$ cat src/rtl/lct_quality_pipe_if.sv
// Bus bundle for lct_quality_pipe: per-channel match flags in, qualities and counter readback out.
// The master drives the match flags and counter controls; the slave is the quality pipe.
interface lct_quality_pipe_if #(
  parameter int NCH   = 2,
  parameter int CNT_W = 16
);
  logic             run3_en;
  logic             vld_in;
  logic [NCH-1:0]   alct_clct_copad_match;
  logic [NCH-1:0]   alct_clct_gem_match;
  logic [NCH-1:0]   alct_clct_match;
  logic [NCH-1:0]   clct_copad_match;
  logic [NCH-1:0]   alct_copad_match;
  logic [NCH-1:0]   gemcsc_bend_enable;
  logic             cnt_clear;
  logic [2:0]       cnt_sel;
  logic [3*NCH-1:0] q_out;
  logic [2:0]       q_max;
  logic             vld_out;
  logic [CNT_W-1:0] cnt_rd;

  modport master (
    output run3_en, vld_in, alct_clct_copad_match, alct_clct_gem_match,
           alct_clct_match, clct_copad_match, alct_copad_match,
           gemcsc_bend_enable, cnt_clear, cnt_sel,
    input  q_out, q_max, vld_out, cnt_rd
  );

  modport slave (
    input  run3_en, vld_in, alct_clct_copad_match, alct_clct_gem_match,
           alct_clct_match, clct_copad_match, alct_copad_match,
           gemcsc_bend_enable, cnt_clear, cnt_sel,
    output q_out, q_max, vld_out, cnt_rd
  );
endinterface

$ cat src/rtl/lct_quality_pipe.sv
// LCT quality encoder: per-channel priority encode, fixed-latency pipeline,
// and saturating per-quality occupancy counters tallied at the output stage.
module lct_quality_pipe #(
  parameter int NCH        = 2,
  parameter int PIPE_DEPTH = 1,
  parameter int CNT_W      = 16
) (
  input logic            clock,
  input logic            global_reset,
  lct_quality_pipe_if.slave bus
);

  function automatic logic [2:0] encode_ch(
    input logic run3,
    input logic copad,
    input logic gem,
    input logic alct_clct,
    input logic clct_copad,
    input logic alct_copad,
    input logic bend
  );
    logic [2:0] q;
    q = 3'd0;
    if (!run3) begin
      q = alct_clct ? 3'd3 : 3'd0;
    end else if (copad) begin
      q = bend ? 3'd7 : 3'd6;
    end else if (gem) begin
      q = bend ? 3'd5 : 3'd4;
    end else if (alct_clct) begin
      q = 3'd3;
    end else if (clct_copad) begin
      q = 3'd1;
    end else if (alct_copad) begin
      q = 3'd2;
    end
    return q;
  endfunction

  logic [3*NCH-1:0]    enc;
  logic [3*NCH-1:0]    stage_q [PIPE_DEPTH];
  logic [PIPE_DEPTH-1:0] stage_v;
  logic [3*NCH-1:0]    q_last;
  logic                v_last;
  logic [2:0]          q_max_c;
  logic [2:0]          inc [8];
  logic [CNT_W:0]      sum [8];
  logic [CNT_W-1:0]    cnt_nxt [8];
  logic [CNT_W-1:0]    cnt [8];

  // Invalid words enter as all-zero so q_out/q_max read 0 whenever vld_out is low.
  always_comb begin
    enc = '0;
    for (int n = 0; n < NCH; n++) begin
      if (bus.vld_in) begin
        enc[3*n +: 3] = encode_ch(bus.run3_en,
                                  bus.alct_clct_copad_match[n],
                                  bus.alct_clct_gem_match[n],
                                  bus.alct_clct_match[n],
                                  bus.clct_copad_match[n],
                                  bus.alct_copad_match[n],
                                  bus.gemcsc_bend_enable[n]);
      end
    end
  end

  always_ff @(posedge clock or posedge global_reset) begin
    if (global_reset) begin
      for (int i = 0; i < PIPE_DEPTH; i++) begin
        stage_q[i] <= '0;
        stage_v[i] <= 1'b0;
      end
    end else begin
      stage_q[0] <= enc;
      stage_v[0] <= bus.vld_in;
      for (int i = 1; i < PIPE_DEPTH; i++) begin
        stage_q[i] <= stage_q[i-1];
        stage_v[i] <= stage_v[i-1];
      end
    end
  end

  assign q_last = stage_q[PIPE_DEPTH-1];
  assign v_last = stage_v[PIPE_DEPTH-1];

  always_comb begin
    q_max_c = 3'd0;
    for (int n = 0; n < NCH; n++) begin
      if (q_last[3*n +: 3] > q_max_c) begin
        q_max_c = q_last[3*n +: 3];
      end
    end
  end

  // Sum is one bit wider than the counter; a carry out means saturate.
  always_comb begin
    for (int k = 0; k < 8; k++) begin
      inc[k] = 3'd0;
      for (int n = 0; n < NCH; n++) begin
        if (v_last && (q_last[3*n +: 3] == 3'(k))) begin
          inc[k] = inc[k] + 3'd1;
        end
      end
      sum[k]     = {1'b0, cnt[k]} + {{(CNT_W-2){1'b0}}, inc[k]};
      cnt_nxt[k] = sum[k][CNT_W] ? {CNT_W{1'b1}} : sum[k][CNT_W-1:0];
    end
  end

  always_ff @(posedge clock or posedge global_reset) begin
    if (global_reset) begin
      for (int k = 0; k < 8; k++) begin
        cnt[k] <= '0;
      end
    end else if (bus.cnt_clear) begin
      for (int k = 0; k < 8; k++) begin
        cnt[k] <= '0;
      end
    end else begin
      for (int k = 0; k < 8; k++) begin
        cnt[k] <= cnt_nxt[k];
      end
    end
  end

  assign bus.q_out   = q_last;
  assign bus.q_max   = q_max_c;
  assign bus.vld_out = v_last;
  assign bus.cnt_rd  = cnt[bus.cnt_sel];

endmodule

$ cat src/flat_wrapper.sv
// flat-port wrapper written by rule: the top's interface ports become plain ports
module lct_quality_pipe_flat 
#(
  parameter int NCH        = 2,
  parameter int PIPE_DEPTH = 1,
  parameter int CNT_W      = 16
)
  (clock, global_reset, bus_run3_en, bus_vld_in, bus_alct_clct_copad_match, bus_alct_clct_gem_match, bus_alct_clct_match, bus_clct_copad_match, bus_alct_copad_match, bus_gemcsc_bend_enable, bus_cnt_clear, bus_cnt_sel, bus_q_out, bus_q_max, bus_vld_out, bus_cnt_rd);
  lct_quality_pipe_if #(.NCH(NCH), .CNT_W(CNT_W)) bus_i ();
  input logic clock;
  input logic global_reset;
  input wire logic [$bits(bus_i.run3_en)-1:0] bus_run3_en;
  input wire logic [$bits(bus_i.vld_in)-1:0] bus_vld_in;
  input wire logic [$bits(bus_i.alct_clct_copad_match)-1:0] bus_alct_clct_copad_match;
  input wire logic [$bits(bus_i.alct_clct_gem_match)-1:0] bus_alct_clct_gem_match;
  input wire logic [$bits(bus_i.alct_clct_match)-1:0] bus_alct_clct_match;
  input wire logic [$bits(bus_i.clct_copad_match)-1:0] bus_clct_copad_match;
  input wire logic [$bits(bus_i.alct_copad_match)-1:0] bus_alct_copad_match;
  input wire logic [$bits(bus_i.gemcsc_bend_enable)-1:0] bus_gemcsc_bend_enable;
  input wire logic [$bits(bus_i.cnt_clear)-1:0] bus_cnt_clear;
  input wire logic [$bits(bus_i.cnt_sel)-1:0] bus_cnt_sel;
  output wire logic [$bits(bus_i.q_out)-1:0] bus_q_out;
  output wire logic [$bits(bus_i.q_max)-1:0] bus_q_max;
  output wire logic [$bits(bus_i.vld_out)-1:0] bus_vld_out;
  output wire logic [$bits(bus_i.cnt_rd)-1:0] bus_cnt_rd;
  assign bus_i.run3_en = bus_run3_en;
  assign bus_i.vld_in = bus_vld_in;
  assign bus_i.alct_clct_copad_match = bus_alct_clct_copad_match;
  assign bus_i.alct_clct_gem_match = bus_alct_clct_gem_match;
  assign bus_i.alct_clct_match = bus_alct_clct_match;
  assign bus_i.clct_copad_match = bus_clct_copad_match;
  assign bus_i.alct_copad_match = bus_alct_copad_match;
  assign bus_i.gemcsc_bend_enable = bus_gemcsc_bend_enable;
  assign bus_i.cnt_clear = bus_cnt_clear;
  assign bus_i.cnt_sel = bus_cnt_sel;
  assign bus_q_out = bus_i.q_out;
  assign bus_q_max = bus_i.q_max;
  assign bus_vld_out = bus_i.vld_out;
  assign bus_cnt_rd = bus_i.cnt_rd;
  lct_quality_pipe #(.NCH(NCH), .PIPE_DEPTH(PIPE_DEPTH), .CNT_W(CNT_W)) u_core (.clock(clock), .global_reset(global_reset), .bus(bus_i));
endmodule
$ cat config.mk
export PLATFORM = sky130hd
export DESIGN_NAME = lct_quality_pipe_flat
export DESIGN_NICKNAME = d
export VERILOG_FILES = /design/src/rtl/lct_quality_pipe_if.sv /design/src/rtl/lct_quality_pipe.sv /design/src/flat_wrapper.sv
export SDC_FILE = /design/constraint.sdc
export NUM_CORES = 1
export LEC_CHECK = 0
export CAP_MARGIN = 30
export CORE_MARGIN = 2
export CORE_UTILIZATION = 55
export CTS_CLUSTER_SIZE = 12
export DETAILED_ROUTE_END_ITERATION = 12
export PLACE_DENSITY = 0.71
export SLEW_MARGIN = 20
export SYNTH_ARGS = -nofsm -noshare
export SYNTH_HDL_FRONTEND = slang
export SYNTH_SLANG_ARGS = --single-unit
$ cat constraint.sdc
create_clock -name clock -period 5.3 [get_ports clock]
set_input_delay 0.53 -clock clock [delete_from_list [all_inputs] [get_ports clock]]
set_output_delay 0.53 -clock clock [all_outputs]
set_load 0.03 [all_outputs]
==> results of run 1 <==
final cells by class:
type,count,area [sq um],share of cell area [%]
multi-input cells,610,4970,50.2
flip-flops and latches,135,3380,34.1
repair buffers,50,503,5.08
clock buffers,22,474,4.79
well taps,216,270,2.73
inverters,61,231,2.34
clock inverters,10,77.6,0.783
flip-flops by register name, summed over array words and instances, names as in the netlist:
signal              cells
u_core.cnt            128
u_core.bus.q_out        6
u_core.bus.vld_out      1
synth_stat cells, drive strengths merged:
library cell	instances
o21a	7
and3b	6
xnor2	50
a21o	4
a21boi	1
clkbuf	14
a2111oi	6
nand4b	7
a21oi	108
a41oi	8
or3	1
nand3	27
mux2	18
o21ai	6
o21bai	12
fa	8
nor4	35
a311oi	7
buf	22
and4b	9
nor2	47
xor2	16
or2	5
a211oi	12
nand4	25
mux4	32
nor2b	9
inv	61
and3	1
a31oi	9
nand2b	5
and2	1
o221a	1
ha	27
and2b	1
nand2	56
and4	12
a32oi	1
nor3	30
dfrtp	135
layout by cell type (no fill, tap or decap), drive strengths merged, types with 12 or more instances in the layout:
cell type,instances
dfrtp,135
a21oi,108
inv,61
nand2,56
xnor2,50
nor2,47
clkdlybuf4s50,43
nor4,35
mux4,32
nor3,30
ha,27
nand3,27
nand4,25
clkbuf,22
mux2,18
xor2,16
a211oi,12
o21bai,12
and4,12
power groups by stage:
stage | Combinational [mW] | Clock (mW) | Sequential (mW)
floorplan | 0.108 | 0 | 1.07
global placement | 0.166 | 0 | 1.08
detailed placement | 0.173 | 0 | 1.08
CTS | 0.175 | 1.12 | 1.06
global route | 0.190 | 1.17 | 1.06
finish | 0.173 | 1.11 | 1.06
per-stage QoR:
stage                     area (sq um)  cells  utilization (%)  power (mW)
after floorplan                   8750    842                -        1.18
after global placement            9320   1071             59.3        1.24
after detailed placement          9350   1072             59.5        1.25
after CTS                         9900   1104             63.0        2.35
after global routing              9900   1104             63.0        2.42
final                             9900   1104             63.0        2.34
final timing paths:
check	endpoint	slack (ns)	cells after the start
max	bus_q_max[2]	1.99	7
min	u_core.cnt[11]	0.42	2
max reg2reg	u_core.cnt[49]	2.19	10
min reg2reg	u_core.cnt[62]	0.56	1
max in group asynchronous	u_core.cnt[14]	4.10	3
min in group clock	u_core.cnt[62]	0.56	1
worst max-delay path, cell delays in order, from the launching register on:
cell and delay [ns]:
dfrtp_1 0.47, inv_1 0.11, ha_1 0.30, nor2b_1 0.14
o21ai_1 0.08, a32oi_1 0.30, mux2_1 0.36, clkdlybuf4s50_1 0.60
logic make-up after synthesis:
logic type / after synthesis / share of synthesized area [%]
compound gates: 182 / 13.5
simple gates: 277 / 20.4
xor+xnor: 66 / 6.60
flops: 135 / 38.6
buf+inv: 97 / 4.65
fa+ha+maj: 35 / 5.69
mux: 50 / 10.6
routing by layer:
layer	vias up	global-route usage, %	share of wire [%]
met5	-	0	0
met4	0	13.7	4.4
met3	64	6.81	6.9
met2	285	45.2	46
met1	3541	40.2	42
li1	3194	-	-
==> flow_metrics.env, run 1 <==
export IMPL_nFillCells=1273
export IMPL_num_rows=46
export IMPL_cts_tree="built"
export IMPL_leakage_nw=3.91
export IMPL_synth_top_area_share_pct=38.6
export IMPL_syn2layout_area_growth_pct=13.1
export IMPL_path_clk_slew_ns=0.06
export IMPL_place_port_buffers=45
export IMPL_worstPathRequired_ns=4.77
export IMPL_intPower_mw=1.78
export IMPL_fp_dieW_um=130
export IMPL_clockRootBuffer="clkbuf_16"
export IMPL_holdWs_ns=0.423
export IMPL_hold_class="in2async"
export IMPL_start_util_pct=55.7
export IMPL_worst_pin_slew_ns=0.857
export IMPL_setup_slack_ns=1.99
export IMPL_fin_nets=930
export IMPL_viasPerCell=6.42
export IMPL_finalSetupViolations=0
export IMPL_rsz0062_at_grt="no"
export IMPL_r2r_start="u_core.bus.q_out[5]"
export IMPL_drt_iter0_drc=621
export IMPL_p_seq_share_pct=45.1
export IMPL_antennaDiodeCount=0
export IMPL_drv_slew=0
export IMPL_cts_buffers_inserted=17
export IMPL_drc=0
export IMPL_first_global_vias=6707
export IMPL_outcome="finished clean"
export IMPL_design_core_area_sq_um=15700
export IMPL_drive_above_1_share_pct=15.8
export IMPL_synth_area_sq_um=8750
export IMPL_clk_insertion_delay_late_ns=0.42
export IMPL_ios=46
export IMPL_final_antenna_net_count=0
export IMPL_post_route_period_util_pct=62.4
export IMPL_antenna_found_initial=0
export IMPL_grt_overflow=0
export IMPL_switching_power_uw=561
export IMPL_synth_warnings=0
export IMPL_vias=7084
export IMPL_syn_nets=897
export IMPL_drt_pass1_iterations=5
export IMPL_clock_skew_ns=0.00838
export IMPL_ys_types=55
export IMPL_fin_setup_tns_ns=0
export IMPL_synth_avg_cell_area_sq_um=10.4
export IMPL_p_per_area_nw_per_um2=237
export IMPL_netlist_instances=842
export IMPL_switching_share_pct=23.9
export IMPL_cp_startpoint="u_core.bus.q_out[1]"
export IMPL_crit_arrival_ns=2.78
export IMPL_dp_slack_ns=1.89
export IMPL_avgRoutedWirePerCell_um=21.6
export IMPL_grt_pass1_wl_um=37400
export IMPL_grt_max_degree=75
export IMPL_hold_viol=0
export IMPL_max_freq_mhz=302
export IMPL_cp_max_fo=7
export IMPL_synth_top_area_cell="dfrtp_1"
export IMPL_cts_sinks=135
export IMPL_start_kind="register"
export IMPL_ys_top_cells_by_area="dfrtp_1 (39%), mux4_2 (8.0%), a21oi_1 (5.5%)"
export IMPL_ys_seq_area_share_pct=38.6
export IMPL_combinationalPowerShare_pct=7.4
export IMPL_slew_headroom_pct=42.8
export IMPL_cp_end_kind="output pin"
export IMPL_place_gp_congestion=0.969
export IMPL_pwr_share_clk_pct=47.5
export IMPL_die_area_sq_um=16900
export IMPL_fin_crit_ns=3.31
export IMPL_critPathKind="reg2out"
export IMPL_synth_seq_cells=135
export IMPL_fp_dieH_um=130
export IMPL_grt_total_usage_pct=29.5
export IMPL_ir_worst_vdd_uv=221
export IMPL_post_cts_buffers=0
export IMPL_routed_wl_um=23800
export IMPL_cts_buffer_depth=2
export IMPL_place_hpwl_um=17700
export IMPL_htree_num_levels=4
export IMPL_cts_resized_gates=0
export IMPL_hold_buffers=0
export IMPL_maxCapViolCount=0
(Power assumes the default switching activity.)
==> inputs of run 2 (changes only) <==
Settings changed: PLACE_DENSITY 0.71 to 0.74.
Clock period 5.3 ns to 2.8 ns, I/O delays scaled along.
==> run 2 against run 1 <==
Net effect:
- clock skew down 0.0027 ns
- via count down 0.56%
- setup slack worse by 1.9 ns
- clock power up 86%
- critical endpoint is now u_core.cnt[49]
- routed wire length down 7.1%
- hold slack worse by 0.083 ns
- design area up 3.7%
- count of clock-buffer cells in the layout up 4
- final cell count up 2.6%
- sequential power up 89%
- largest power group unchanged
- combinational power up 99%
- sequential cell count unchanged
==> flow_metrics.env, run 2 (synthesis results as in run 1) <==
export IMPL_outcome="finished clean"
export IMPL_cp_max_fo=5
export IMPL_start_kind="register"
export IMPL_crit_arrival_ns=3.10
export IMPL_fin_cells=1133
export IMPL_drv_slew=0
export IMPL_worst_pin_slew_ns=0.627
export IMPL_fin_setup_tns_ns=0
export IMPL_largest_register_ffs=128
export IMPL_max_stage_delay_ns=0.45
export IMPL_mostFrequentLayoutCells="dfrtp_1 (131), a21oi_1 (96), inv_1 (60), xnor2_1 (50), nand2_1 (48)"
export IMPL_dp_cells=1098
export IMPL_htree_num_levels=4
export IMPL_path_clk_slew_ns=0.06
export IMPL_clk_insertion_delay_late_ns=0.42
export IMPL_ios=46
export IMPL_cts_buffer_depth=2
export IMPL_worstPathRequired_ns=3.14
export IMPL_ir_worst_vdd_uv=458
export IMPL_clock_skew_ns=0.00569
export IMPL_final_common_cell="dfrtp_1"
export IMPL_design_core_area_sq_um=15700
export IMPL_place_gp_congestion=0.899
export IMPL_use_met3_pct=6.48
export IMPL_fp_dieH_um=130
export IMPL_die_area_sq_um=16900
export IMPL_cts_tree="built"
export IMPL_rsz0062_at_grt="yes"
export IMPL_setup_slack_ns=0.0443
export IMPL_antennaDiodeCount=0
export IMPL_busiest_layer="met2"
export IMPL_dpl_cell_area_sq_um=9570
export IMPL_crit_path_top_delay_cell="dfrtp_2"
export IMPL_start_util_pct=55.7
export IMPL_drt_iter0_drc=617
export IMPL_cts_buffers_inserted=17
export IMPL_num_rows=46
export IMPL_fp_dieW_um=130
export IMPL_place_hpwl_um=15700
export IMPL_cp_startpoint="u_core.bus.vld_out"
export IMPL_antenna_found_initial=0
export IMPL_fin_nets=961
export IMPL_vias=7044
export IMPL_grt_pass1_wl_um=35300
export IMPL_p_per_area_nw_per_um2=430
export IMPL_grt_total_usage_pct=27.3
export IMPL_drive_above_1_share_pct=21.0
export IMPL_regMostFlops="u_core.cnt"
export IMPL_met2_usage_pct=41.3
export IMPL_grt_max_degree=75
export IMPL_cts_sinks=135
export IMPL_first_global_vias=6598
export IMPL_place_port_buffers=45
export IMPL_hold_viol=0
export IMPL_drc=0
export IMPL_post_route_period_util_pct=98.4
export IMPL_viasPerCell=6.22
export IMPL_fin_crit_ns=2.76
export IMPL_routed_wl_um=22100
export IMPL_hold_class="in2async"
export IMPL_avgRoutedWirePerCell_um=19.5
export IMPL_finalSetupViolations=0
export IMPL_crit_chain="nand2_2 > nor3_1 > ha_1 > ha_2 > inv_1 > fa_2 > nand4b_4 > nor4_4 > nand2_1 > buf_4 > a21oi_1"
export IMPL_maxCapViolCount=0
export IMPL_critPathKind="reg2reg"
export IMPL_cp_end_kind="register"
export IMPL_max_freq_mhz=363
export IMPL_grt_overflow=0
export IMPL_clockRootBuffer="clkbuf_16"
export IMPL_syn2layout_area_growth_pct=17.3
export IMPL_ff2ff_path_depth=11
export IMPL_drt_pass1_iterations=5
export IMPL_final_antenna_net_count=0
export IMPL_grt_use_met1_pct=39.5
export IMPL_leakage_nw=4.18
export IMPL_dp_slack_ns=0.0157
export IMPL_r2r_start="u_core.bus.vld_out"
export IMPL_final_cell_area_sq_um=10300
export IMPL_slew_headroom_pct=58.2
## run 2: changes by cell type in the layout (fill, tap and decap cells not counted), sizes merged
| cell | previous run | this run |
|---|---|---|
| dlygate4sd2 | 0 | 2 |
| buf | 7 | 45 |
| clkinv | 8 | 3 |
| clkbuf | 22 | 27 |
| inv | 61 | 60 |
| clkdlybuf4s50 | 43 | 33 |
## run 2: final timing paths
path	slack, ns	endpoint
setup reg to reg	0.04	u_core.cnt[49]
hold / removal	0.34	u_core.cnt[57]
hold reg to reg	0.53	u_core.cnt[62]
max in group asynchronous	2.11	u_core.cnt[76]
setup / recovery	0.04	u_core.cnt[49]
min in group clock	0.35	u_core.cnt[48]
## run 2: per-layer routing
metal | part of all wire, % | up-vias
met5 | 0 | -
met4 | 2.0 | 0
met3 | 8.1 | 36
met2 | 46 | 276
met1 | 44 | 3478
li1 | - | 3254
## run 2: worst max-delay path: cells and delay by family (launching register included)
kind / cells / cell delay, ns
buffers and inverters: 2 / 0.24
AND/OR/NAND/NOR: 5 / 0.96
adder cells (fa/ha/maj): 3 / 0.87
AO/OA/AOI/OAI: 1 / 0.16
flip-flops: 1 / 0.45
## run 2: repair_timing
action                                 in CTS  in global routing
buffers inserted                            0                  5
endpoints found under the hold margin       0                  0
pin swaps                                   0                  3
resized for setup                           3                 32
hold buffers                                0                  0
setup endpoints to repair                   3                107
## run 2: metrics by stage
stage | hold WS, ns | power (mW) | util (%)
3_3_place_gp | 0.516 | 2.37 | 60.9
5_1_grt | 0.364 | 4.56 | 65.3
6_report | 0.340 | 4.41 | 65.3
2_1_floorplan | 0.311 | 2.24 | -
3_5_place_dp | 0.532 | 2.37 | 60.9
4_1_cts | 0.328 | 4.44 | 64.3
## run 2: layout make-up
| type | count | area [sq um] |
|---|---|---|
| Tap cell | 216 | 270 |
| Clock buffer | 26 | 489 |
| Sequential cell | 135 | 3380 |
| Inverter | 61 | 233 |
| Fill cell | 1264 | 5450 |
| Clock inverter | 4 | 45.0 |
| Multi-Input combinational cell | 610 | 5090 |
| Timing Repair Buffer | 81 | 754 |
## run 2: power breakdown
part / total [mW] / internal, mW / switching (mW)
Combinational: 0.344 / 0.136 / 0.209
Clock: 2.07 / 1.28 / 0.793
Sequential: 2.00 / 1.97 / 0.0265
